## src/rtl/shift_pkg.sv

```systemverilog
// shift_pkg: mode and FSM state encodings shared by the sequential shifter.
package shift_pkg;
  localparam logic [1:0] MODE_SLL = 2'b00;
  localparam logic [1:0] MODE_SRL = 2'b01;
  localparam logic [1:0] MODE_SRA = 2'b10;
  localparam logic [1:0] MODE_ROR = 2'b11;
  typedef enum logic [1:0] {
    ST_IDLE = 2'b00,
    ST_RUN  = 2'b01,
    ST_DONE = 2'b10
  } state_t;
endpackage

```

## src/rtl/shift_step.sv

```systemverilog
// shift_step: combinational single-step shift of up to STEP positions under a given mode.
module shift_step
  import shift_pkg::*;
#(
  parameter int STEP = 4,
  localparam int KW = $clog2(STEP) + 1
) (
  input  logic [31:0]   val_i,
  input  logic [1:0]    mode_i,
  input  logic [KW-1:0] k_i,
  output logic [31:0]   val_o
);
  // A left shift by 32 yields zero, so ROR with k=0 degrades cleanly to the identity.
  always_comb
    val_o = (mode_i == MODE_SLL) ? val_i << k_i
          : (mode_i == MODE_SRL) ? val_i >> k_i
          : (mode_i == MODE_SRA) ? 32'($signed(val_i) >>> k_i)
          : (val_i >> k_i) | (val_i << (6'd32 - 6'(k_i)));
endmodule

```

## src/rtl/shift_unit_seq.sv

```systemverilog
// shift_unit_seq: multi-cycle SLL/SRL/SRA/ROR shifter, up to STEP positions per cycle,
// with start/busy/done handshake.
module shift_unit_seq
  import shift_pkg::*;
#(
  parameter int STEP = 4
) (
  input  logic        clk,
  input  logic        rst_n,
  input  logic        start,
  input  logic [1:0]  mode,
  input  logic [4:0]  amt,
  input  logic [31:0] data_in,
  output logic        busy,
  output logic        done,
  output logic [31:0] result
);
  localparam int KW = $clog2(STEP) + 1;
  state_t      state_q, state_d;
  logic [31:0] work_q, step_val, result_q;
  logic [4:0]  rem_q, rem_d;
  logic [5:0]  rem_w;
  logic [1:0]  mode_q;
  logic [KW-1:0] k;
  // Widen rem so the STEP=32 comparison does not wrap.
  assign rem_w = {1'b0, rem_q};
  assign k     = (rem_w < 6'(STEP)) ? KW'(rem_w) : KW'(STEP);
  assign rem_d = rem_q - 5'(k);
  shift_step #(.STEP(STEP)) u_step (
    .val_i (work_q),
    .mode_i(mode_q),
    .k_i   (k),
    .val_o (step_val)
  );
  always_ff @(posedge clk)
    if (!rst_n) state_q <= ST_IDLE;
    else        state_q <= state_d;
  always_comb
    state_d = (state_q == ST_RUN) ? ((rem_d == 5'd0) ? ST_DONE : ST_RUN)
            : (start ? ST_RUN : ST_IDLE);
  always_comb begin
    busy = (state_q == ST_RUN);
    done = (state_q == ST_DONE);
  end
  // result is captured on the edge entering DONE so it is valid during the done pulse.
  always_ff @(posedge clk)
    if (!rst_n) begin
      work_q   <= '0;
      rem_q    <= '0;
      mode_q   <= MODE_SLL;
      result_q <= '0;
    end else if (state_q != ST_RUN && start) begin
      work_q <= data_in;
      rem_q  <= amt;
      mode_q <= mode;
    end else if (state_q == ST_RUN) begin
      work_q <= step_val;
      rem_q  <= rem_d;
      if (rem_d == 5'd0) result_q <= step_val;
    end
  assign result = result_q;
endmodule
```

## config.mk

```make
export PLATFORM = sky130hd
export DESIGN_NAME = shift_unit_seq
export DESIGN_NICKNAME = d
export VERILOG_FILES = /design/src/rtl/shift_pkg.sv /design/src/rtl/shift_step.sv /design/src/rtl/shift_unit_seq.sv
export SDC_FILE = /design/constraint.sdc
export NUM_CORES = 1
export LEC_CHECK = 0
export ABC_AREA = 1
export CORE_ASPECT_RATIO = 1.1
export CORE_UTILIZATION = 35
export DETAILED_ROUTE_END_ITERATION = 12
export PLACE_DENSITY = 0.54
export SYNTH_ARGS = -nofsm -noshare
export SYNTH_HDL_FRONTEND = slang
export SYNTH_SLANG_ARGS = --single-unit
```

## constraint.sdc

```tcl
create_clock -name clk -period 4.7 [get_ports clk]
set_input_delay 1.41 -clock clk [delete_from_list [all_inputs] [get_ports clk]]
set_output_delay 1.41 -clock clk [all_outputs]
set_load 0.01 [all_outputs]
```

# Yosys cells after proc, flatten, opt, wreduce, memory -nomap -nowiden
# Cells that the tools add are included.
totals:
  in_bits: 42
  out_inout_bits: 34
  word_cells: 35
  register_bits: 73
op_classes:
  shifts: 4
  add_sub_neg: 2
  n_mux: 11
  n_bitwise: 2
  n_reduce_logical: 5
  n_eq_ne: 5
  magnitude_cmp: 1
op_table:
  columns: ["cell", "count"]
  rows:
  - ["2-to-1 mux 32 bit", 5]
  - ["bitwise OR 32 bit", 1]
  - ["<< shifter 32 x 3 -> 32 bit", 1]
  - ["<< shifter 32 x 6 -> 32 bit", 1]
  - [">> shifter 32 x 3 -> 32 bit", 1]
  - [">>> shifter 32 x 3 -> 32 bit", 1]
  - ["2-to-1 mux 5 bit", 2]
  - ["subtractor 6 x 3 -> 6 bit (first input constant)", 1]
  - ["logical NOT 5 bit", 1]
  - ["less-than comparator 5 x 3 -> 1 bit (second input constant)", 1]
  - ["subtractor 5 x 3 -> 5 bit", 1]
  - ["equality test 2 x 1 -> 1 bit (second input constant)", 2]
  - ["equality test 2 bit (second input constant)", 2]
  - ["2-to-1 mux 2 bit", 2]
  - ["2-to-1 mux 3 bit", 1]
  - ["AND reduction 3 bit", 1]
  - ["logical NOT 2 bit", 1]
  - ["!= test 2 x 1 -> 1 bit (second input constant)", 1]
  - ["nonzero test 2 bit", 1]
  - ["logical AND 1 bit", 1]
  - ["2-to-1 mux 1 bit", 1]
  - ["inverter 1 bit", 1]

# Logic depth before layout (Yosys ltp)
# Gate-level depths: netlist (run 1).
logic_depth:
  word_depth: 10
  mapped_depth: 21
  mapped_depth_nobuf: 20

# Modules after synthesis
# From an unflattened synthesis (run 1), not the netlist that was laid out.
unflattened:
  cells_unflattened: 1181
  area_unflattened_um2: 6456.2
modules_own_cells:
  columns: ["mod", "instances", "cells_each", "area_each_um2", "seq_area_each_um2"]
  rows:
  - ["shift_step", 1, 716, 3253.1, 0.0]
  - ["shift_unit_seq", 1, 465, 3203.1, 1461.4]

# Least setup slack after synthesis (run 1)
# No wires, ideal clock.
synth_path:
  path_kind: "reg-to-reg"
  start: "reg rem_q[4]"
  end: "reg result_q[9], in the netlist result[9]"
  arrival_ns: 2.627
  slack_ns: 1.956
  path_buffers: 3
  t_required_ns: 4.583
  path_stages_with_launch: 15
  setup_time_ns: 0.117
  synth_period_minus_slack_ns: 2.744
  path_cell_list: "dfxtp_1 nor2_4 nand2_2 nor2_1 inv_2 clkbuf_1 ha_1 ha_1 clkbuf_1 clkbuf_1 o21ai_0 nand3_1 nand3_1 a21oi_1 nor2_1"
synth_between:
  elab_chain_len: 8
  elab_cells_between_ends: 14
  classes_between: "2 x add/sub; 1 x order compare; 4 x shift; 4 x mux; 1 x bitwise; 2 x reduce/logical"
synth_lines:
  columns: ["item", "line_no", "text"]
  rows:
  - ["start, declared", "shift_unit_seq.sv:21", "logic [4:0] rem_q, rem_d;"]
  - ["start signal, assigned", "shift_unit_seq.sv:54", "rem_q <= amt;"]
  - ["start signal, assigned", "shift_unit_seq.sv:58", "rem_q <= rem_d;"]
  - ["less-than comparator 5 x 3 -> 1 bit", "shift_unit_seq.sv:27", "assign k = (rem_w < 6'(STEP)) ? KW'(rem_w) : KW'(STEP);"]
  - ["2-to-1 mux 3 bit", "shift_unit_seq.sv:27", null]
  - ["subtractor 6 x 3 -> 6 bit", "shift_step.sv:18", ": (val_i >> k_i) | (val_i << (6'd32 - 6'(k_i)));"]
  - ["<< shifter 32 x 6 -> 32 bit", "shift_step.sv:18", null]
  - ["bitwise OR 32 bit", "shift_step.sv:18", null]
  - ["2-to-1 mux 32 bit", "shift_step.sv:17", ": (mode_i == MODE_SRA) ? 32'($signed(val_i) >>> k_i)"]
  - ["2-to-1 mux 32 bit", "shift_step.sv:16", ": (mode_i == MODE_SRL) ? val_i >> k_i"]
  - ["2-to-1 mux 32 bit", "shift_step.sv:15", "val_o = (mode_i == MODE_SLL) ? val_i << k_i"]
  - ["end signal, assigned", "shift_unit_seq.sv:59", "if (rem_d == 5'd0) result_q <= step_val;"]
  - ["end, declared", "shift_unit_seq.sv:20", "logic [31:0] work_q, step_val, result_q;"]
# Parallel ways exist; a longest one is shown, timed or not.
# A chain may end at the register's enable or synchronous reset.

# Final worst setup path (run 1)
layout_path:
  start: "reg state_q[1]"
  end: "out busy"
layout_between:
  elab_chain_len: 1
layout_lines:
  columns: ["item", "line_no", "text"]
  rows:
  - ["start, declared", "shift_unit_seq.sv:19", "state_t state_q, state_d;"]
  - ["start signal, assigned", "shift_unit_seq.sv:37", "else state_q <= state_d;"]
  - ["equality test 2 x 1 -> 1 bit", "shift_unit_seq.sv:42", "busy = (state_q == ST_RUN);"]
  - ["end, declared", "shift_unit_seq.sv:14", "output logic busy,"]
# Every way passes these cells.

==> results.ini, run 1 <==
[sta]
setup_viol = 0
fin_tns_setup_ps = 0
worst_slew_pin_slew_ps = 701
fin_crit_ps = 3340
max_freq_mhz = 300
clock_skew_ps = 12.6
max-slew-margin-rel_pct = 53.2
rsz0062_at_grt = no
finalCritPeriodShare_pct = 71.0
drv_slew = 0
finalHoldViolCount = 0

[route]
vias_per_cell = 5.72
firstDrtPassIters = 6
wl_met3_um = 2200
top_layer_used = met4
ant_nets = 0
wl_per_cell_um = 18.7
num_vias = 7221
drtIter0Drc = 807
dr_wl_met2_um = 9940
met1_length_um = 11100
drc = 0
routed_wl_um = 23600

[floorplan]
die_h_um = 137
initial_core_util_pct = 35.8
num_io_pins = 76
die_area_mm2 = 0.0172
core_area_mm2 = 0.0163
placementRows = 49
die_x_um = 125

[worst_setup_path]
arrival_ps = 1930
cp-end-kind = output port
worstSetupPathType = flop to output port
worst-path-max-fanout = 36
worst_setup_path_start_kind = flop
crit_required_ps = 3290
rr_worst_depth = 17

[synthesis]
synth_area_leaders = dfxtp_1 (25%), nand2_1 (20%), nand3_1 (8.3%)
synth_edf_count = 0
async_reset_ff_share_pct = 0
yosysSeqAreaShare_pct = 25.0
synth.distinct_cells = 41
synth_cells = 1010
synth_area_mm2 = 0.00584
synthDominantCellAreaShare_pct = 25.0
synth_seq_cells = 73
syn_area_per_cell_um2 = 5.78
syn_nets = 1055
ys.flop_type = dfxtp_1
yosysTopAreaCell = dfxtp_1
yosysWarnings = 0

[clock_tree]
cts_buffers = 9
clock_latency_ps = 340
htree_levels = 3
cts_tree = done
cts_resized = 0
cts_sinks = 73
hold_buffers = 0
post_cts_buffers = 0
clk_pin_slew_ps = 70
cts_root_buf = clkbuf_16
cts_max_path_buffers = 2

[placement]
globalplace.congestion = 0.973
portBuffers = 75
placement.cell_area_mm2 = 0.00673
hpwl_um = 17500

[finish]
antennaDiodeCount = 0
final_common_cell = nand2_1
finalNetCount = 1098
fillers = 1786
drive_above_1_share_pct = 4.91
postLayoutCellArea_mm2 = 0.00702
area_growth_pct = 20.3
final_cell_mix = nand2_1 (305), nand3_1 (97), inv_1 (93)

[global_route]
grt_pass1_wl_um = 36600
grt_remaining_overflow = 0
grt_pass1_vias = 6506
grt_max_degree = 58
track_usage_pct = 27.5
antenna_found_initial = 0

[power_and_ir_drop]
total_leakage_power_nw = 2.99
power_density_mw_per_mm2 = 374
ir_drop_v = 0.000164

[outcome]
outcome = complete, no violations

[worst_hold_path]
min_path_cells = 2
hp-class = flop to flop

[run]
maxCapViolCount = 0

stage by stage:
step	cells	power, mW	setup WS, ps	hold WS, ps	utilization, %
CTS	1262	2.60	1370	500	43.1
finish	1262	2.63	1360	498	43.1
global route	1262	2.78	1280	518	43.1
detailed placement	1246	1.93	1420	491	41.3
global placement	1246	1.94	1460	484	41.3
floorplan	1010	1.53	1960	464	-
flip-flops by register name, summed over array words and instances (netlist names):
register,cells
result,32
work_q,32
rem_q,5
mode_q,2
state_q,2
path summary, 6_finish.rpt:
| check | startpoint | end | slack, ps |
|---|---|---|---|
| max | state_q[1] | busy | 1360 |
| min | work_q[19] | work_q[19] | 500 |
| max reg2reg | rem_q[4] | work_q[13] | 1450 |
| min reg2reg | work_q[19] | work_q[19] | 500 |
worst max-delay path: stages (launching register included):
cell,delay [ps]
dfxtp_1,310
inv_1,60
nand2_1,140
clkinv_1,70
buf_4,380
clkdlybuf4s50_1,620
area by class of cell:
| cell class | instances | area (µm²) | share of cell area, % |
|---|---|---|---|
| Timing Repair Buffer | 96 | 908 | 12.9 |
| Clock inverter | 6 | 50.0 | 0.713 |
| Multi-Input combinational cell | 769 | 3720 | 52.9 |
| Tap cell | 204 | 255 | 3.64 |
| Clock buffer | 10 | 239 | 3.40 |
| Inverter | 104 | 390 | 5.56 |
| Sequential cell | 73 | 1460 | 20.8 |
synth_stat cells (9+ instances only):
cell type  number
a21oi_1        59
a31oi_1        25
buf_2          18
clkbuf_1       41
dfxtp_1        73
inv_1          93
nand2_1       305
nand3_1        97
nand4_1        28
nor2_1         74
o2111ai_1       9
o211ai_1       18
o21ai_0        81
o21ai_1        10
o221ai_1       16
power breakdown:
part	switching (mW)	total [mW]	internal, mW	leakage [nW]
registers	0.0485	0.722	0.674	0.597
logic	0.851	1.24	0.385	2.26
clock network	0.292	0.669	0.378	0.136
cell families after synthesis:
logic type	Yosys count	synth area share, %
AND/OR/NAND/NOR	520	37.6
AO/OA/AOI/OAI	245	25.3
buffers and inverters	168	11.3
flip-flops	73	25.0
adder cells (fa/ha/maj)	3	0.643
other	1	0.0642
per-layer routing:
layer  track usage, %  up-vias
met5                0        -
met4             7.93        0
met3             3.34       37
met2             41.5      380
met1             40.7     3291
li1                 -     3513
No activity file was read; power rests on OpenSTA's default activity.
==> inputs of run 2 (changes only) <==
- PLACE_DENSITY: 0.54 -> 0.56
- clock period: 4.7 -> 2.9 ns (I/O delays scaled with it)
==> run 2 against run 1 <==
  * Sequential power increased by 62%
  * Critical endpoint is now work_q[18]
  * Register-to-register slack got worse by 1300 ps
  * Final cell count increased by 1.3%
  * Via count decreased by 0.60%
  * First-iteration DRC count decreased by 3.7%
  * Largest cell class unchanged
  * Power increased by 71%
  * Clock power increased by 87%
  * Non-clock buffer count increased by 16
  * Sequential share of layout area decreased by 0.49 points
  * Critical path depth increased by 8
==> results.ini, run 2 (same netlist as run 1, synthesis figures left out) <==
[route]
wl_per_cell_um = 18.8  ; +0.19%
routed_wl_um = 24000  ; +1.5%
drtIter0Drc = 777  ; -3.7%
ant_nets = 0  ; unchanged
vias_per_cell = 5.62  ; -1.8%
num_vias = 7178  ; -0.60%
firstDrtPassIters = 5  ; -1
drc = 0  ; unchanged

[placement]
hpwl_um = 18100  ; +3.2%
dp_cells = 1262  ; +1.3%
pre_cts_slack_ps = 197  ; -1220 ps
globalplace.congestion = 0.931  ; -4.3%
portBuffers = 75  ; unchanged

[floorplan]
die_h_um = 137  ; unchanged
initial_core_util_pct = 35.8  ; unchanged
placementRows = 49  ; unchanged
die_area_mm2 = 0.0172  ; unchanged
num_io_pins = 76  ; unchanged
core_area_mm2 = 0.0163  ; unchanged
die_x_um = 125  ; unchanged

[sta]
finalHoldViolCount = 0  ; unchanged
fin_crit_ps = 2730
drv_slew = 0  ; unchanged
hold_slack_ps = 496  ; -1.66 ps
max-slew-margin-rel_pct = 60.6  ; +7.4 points
worst_slew_pin_slew_ps = 585  ; -116 ps
finalCritPeriodShare_pct = 94.0
clock_skew_ps = 10.7  ; -1.93 ps
max_freq_mhz = 367
final.setup.worst_slack_ps = 174  ; -1190 ps
setup_viol = 0  ; unchanged
rsz0062_at_grt = no
fin_tns_setup_ps = 0  ; unchanged

[outcome]
outcome = complete, no violations

[worst_setup_path]
worst_setup_path_start_kind = flop
arrival_ps = 3010  ; +1080 ps
crit_required_ps = 3180  ; -110 ps
cp-end-kind = flop
worstSetupPathType = flop to flop
worst-path-max-fanout = 12  ; -67%

[finish]
finalNetCount = 1114  ; +1.5%
post_layout_nonfiller_instances = 1278  ; +1.3%
antennaDiodeCount = 0  ; unchanged
final_common_cell = nand2_1
area_growth_pct = 23.2
final_cell_mix = nand2_1 (305), nand3_1 (97), inv_1 (93)
drive_above_1_share_pct = 6.33  ; +1.4 points

[global_route]
antenna_found_initial = 0  ; unchanged
grt_pass1_vias = 6599  ; +1.4%
grt_max_degree = 50  ; -14%
grt_remaining_overflow = 0  ; unchanged
track_usage_pct = 28.3  ; +0.78 points
grt_pass1_wl_um = 37600  ; +2.7%

[power_and_ir_drop]
ir_drop_v = 0.000287  ; +74%
power_density_mw_per_mm2 = 624  ; +67%
fin_total_pwr_mw = 4.49  ; +71%
total_leakage_power_nw = 3.09  ; +3.4%

[clock_tree]
clk_pin_slew_ps = 70  ; about the same
cts_max_path_buffers = 2  ; unchanged
post_cts_buffers = 0  ; unchanged
cts_buffers = 9  ; unchanged
cts_sinks = 73  ; unchanged
cts_root_buf = clkbuf_16
clock_latency_ps = 350  ; about the same
cts_tree = done
htree_levels = 3  ; unchanged

[worst_hold_path]
hp-class = flop to flop

[run]
maxCapViolCount = 0  ; unchanged

-- run 2: area by class of cell --
class,instances,area (µm²)
fillers,1822,9120
multi-input cells,769,3730
flip-flops and latches,73,1460
repair buffers,112,1030
inverters,104,390
well taps,204,255
clock buffers,10,229
clock inverters,6,91.3
-- run 2: repair_timing --
action,CTS,global route
setup endpoints to repair,0,11
resized for setup,0,3
hold buffers,0,0
-- run 2: final timing paths --
kind	startpoint	end	slack (ps)	cells past startpoint
min	work_q[17]	work_q[17]	500	2
min reg2reg	work_q[17]	work_q[17]	500	2
max reg2reg	rem_q[4]	work_q[18]	170	13
max	rem_q[4]	work_q[18]	170	13
-- run 2: where the power goes --
part           total, mW  internal, mW  switching (mW)
logic               2.07         0.674            1.40
clock network       1.25         0.759           0.494
registers           1.17          1.09          0.0747
total               4.49          2.53            1.96
-- run 2: stage by stage --
step	cell area, µm²	util, %
4_1_cts	7170	44.0
3_5_place_dp	6850	42.0
5_1_grt	7190	44.1
2_1_floorplan	5840	-
6_report	7190	44.1
3_3_place_gp	6850	42.0
-- run 2: metal layers --
layer	vias up	global-route usage, %	wire length, µm
li1	3543	-	-
met1	3277	41.6	11800
met2	319	42.5	10000
met3	39	3.30	1610
met4	0	9.21	540
met5	-	0	0
-- run 2: critical path, stage by stage (launching register included) --
cell     delay (ps)
dfxtp_1         340
nor2_4          190
nand2_2          80
nor2_2          110
inv_2            50
ha_1            320
buf_4           190
o21ai_0         500
nor2_1           80
a31oi_1         280
nand2_1         170
nand3_1         130
nand3_1          80
a21oi_1         130
==> inputs of run 3 (changes only) <==
- CORE_MARGIN: default -> 5
==> run 3 against run 2 <==
  * Sequential power hardly changed
  * Combinational power hardly changed
  * Worst setup slack better by 110 ps
  * Hold slack better by 6.5 ps
==> results.ini, run 3 (same netlist as run 1, synthesis figures left out) <==
[finish]
final_common_cell = nand2_1
drive_above_1_share_pct = 6.42  ; +0.093 points
area_growth_pct = 23.9
finalNetCount = 1115  ; +0.090%
final_cell_mix = nand2_1 (304), nand3_1 (97), inv_1 (93)
fillers = 1788  ; -1.9%
antennaDiodeCount = 0  ; unchanged
area.sequential_mm2 = 0.00146  ; unchanged
post_layout_nonfiller_instances = 1278  ; unchanged
multi_input_area_mm2 = 0.00372  ; -0.27%

[route]
drc = 0  ; unchanged
ant_nets = 0  ; unchanged
vias_per_cell = 5.64  ; +0.46%
num_vias = 7211  ; +0.46%
drtIter0Drc = 830  ; +6.8%
wl_per_cell_um = 18.8  ; +0.34%
firstDrtPassIters = 6  ; +1
routed_wl_um = 24100  ; +0.34%

[clock_tree]
cts_max_path_buffers = 2  ; unchanged
clk_pin_slew_ps = 60  ; about the same
hold_buffers = 0  ; unchanged
htree_levels = 3  ; unchanged
cts_sinks = 73  ; unchanged
cts_root_buf = clkbuf_16
cts_tree = done
cts_buffers = 9  ; unchanged
clock_latency_ps = 340  ; about the same

[power_and_ir_drop]
power_frac_seq_pct = 25.6  ; -0.4 points
power.switching_mw = 1.94  ; -1.2%
p_clk_share_pct = 28.7  ; +0.8 points
total_leakage_power_nw = 3.11  ; +0.72%
power_density_mw_per_mm2 = 630  ; +0.95%
combPwrFrac_pct = 45.7  ; -0.4 points
internal_power_mw = 2.62  ; +3.7%
switching_share_pct = 42.6  ; -1.2 points
ir_drop_v = 0.000360  ; +26%

[global_route]
grt_max_degree = 58  ; +16%
track_usage_pct = 24.4  ; -3.9 points
grt_pass1_wl_um = 38200  ; +1.6%
antenna_found_initial = 0  ; unchanged
grt_pass1_vias = 6913  ; +4.8%
grt_remaining_overflow = 0  ; unchanged

[worst_setup_path]
reg2reg_to = result[10]
worst_setup_path_start_kind = flop
worstSetupPathType = flop to flop
ff2ff_setup_slack_ps = 280  ; +110 ps
crit_start = rem_q[3]
timing.rr.start = rem_q[3]
endpoint = result[10]
worst-path-max-fanout = 21  ; +9
cp-end-kind = flop
rr_worst_depth = 15  ; +2
arrival_ps = 2830  ; -180 ps
crit_required_ps = 3120  ; -60 ps

[sta]
clock_skew_ps = 8.02  ; -2.67 ps
rsz0062_at_grt = no
hold_slack_ps = 503  ; +6.50 ps
fin_crit_ps = 2620  ; -110 ps
drv_slew = 0  ; unchanged
max_freq_mhz = 382  ; +4.2%
worst_slew_pin_slew_ps = 597  ; +11.9 ps
finalCritPeriodShare_pct = 90.2  ; -3.8 points
max-slew-margin-rel_pct = 60.2  ; -0.42 points
fin_tns_setup_ps = 0  ; unchanged
final.setup.worst_slack_ps = 284  ; +110 ps
setup_viol = 0  ; unchanged
finalHoldViolCount = 0  ; unchanged

[worst_hold_path]
hold_start = work_q[17]
hp-class = flop to flop

[floorplan]
num_io_pins = 76  ; unchanged
core_area_mm2 = 0.0164  ; +0.38%
die_x_um = 133  ; +6.4%
placementRows = 49  ; unchanged
initial_core_util_pct = 35.7  ; -0.13 points
die_area_mm2 = 0.0194  ; +13%
die_h_um = 145  ; +5.8%

[placement]
globalplace.congestion = 0.951  ; +2.1%
dp_cells = 1260  ; -0.16%
pre_cts_slack_ps = 253  ; +55.4 ps
portBuffers = 75  ; unchanged
hpwl_um = 18200  ; +0.62%

[run]
maxCapViolCount = 0  ; unchanged

[outcome]
outcome = complete, no violations

-- run 3: changes by cell type in the layout (fill, tap and decap cells not counted), sizes merged --
cell	change
bufinv	+1
clkbuf	-1
buf	+1
clkinv	-1
-- run 3: worst max-delay path, cell delays in order (launching register included) --
cell	delay (ps)
dfxtp_1	390
nor2_4	70
nand2_2	90
buf_4	300
nand2_2	130
ha_1	210
inv_1	90
nand3_1	80
inv_1	60
nor2_1	50
nor2_1	90
nand4_1	100
nor2_2	190
inv_2	190
a21oi_1	370
nor2_1	80
-- run 3: worst min-delay path by stage --
stage	endpoint	depth (start not counted)
after CTS	work_q[17]	2
after floorplan	work_q[17]	2
final	work_q[17]	2
after global placement	work_q[17]	2
after global routing	work_q[1]	2
after detailed placement	work_q[19]	2
-- run 3: timing repair --
item | CTS | global route
resized for setup | 0 | 2
setup buffers | 0 | 3
endpoints found under the setup margin | 0 | 7
-- run 3: metrics by stage --
| stage | total power, mW | util, % | area [µm²] |
|---|---|---|---|
| floorplan | 2.49 | - | 5840 |
| global placement | 3.24 | 41.9 | 6860 |
| detailed placement | 3.20 | 41.9 | 6860 |
| CTS | 4.51 | 44.0 | 7200 |
| global route | 4.84 | 44.2 | 7230 |
| finish | 4.56 | 44.2 | 7230 |
-- run 3: power by group through the flow --
stage	combinational, mW	sequential, mW	clock [mW]
after floorplan	1.31	1.18	0
after global routing	2.31	1.18	1.36
final	2.08	1.17	1.31
after CTS	2.03	1.16	1.32
after detailed placement	2.02	1.18	0
after global placement	2.05	1.19	0
-- run 3: layout make-up --
type / instances / share of cell area [%]
clock inverter: 6 / 1.61
inverter: 104 / 5.40
sequential: 73 / 20.2
timing repair buffer: 113 / 14.7
multi-input combinational: 769 / 51.4
tap: 204 / 3.53
clock buffer: 9 / 3.11
-- run 3: metal layers --
| layer | up-vias | track usage [%] | wire (µm) |
|---|---|---|---|
| met4 | 0 | 6.53 | 436 |
| met5 | - | 0 | 0 |
| met3 | 31 | 5.50 | 2160 |
| met1 | 3298 | 36.1 | 11400 |
| met2 | 332 | 35.4 | 10100 |
| li1 | 3550 | - | - |
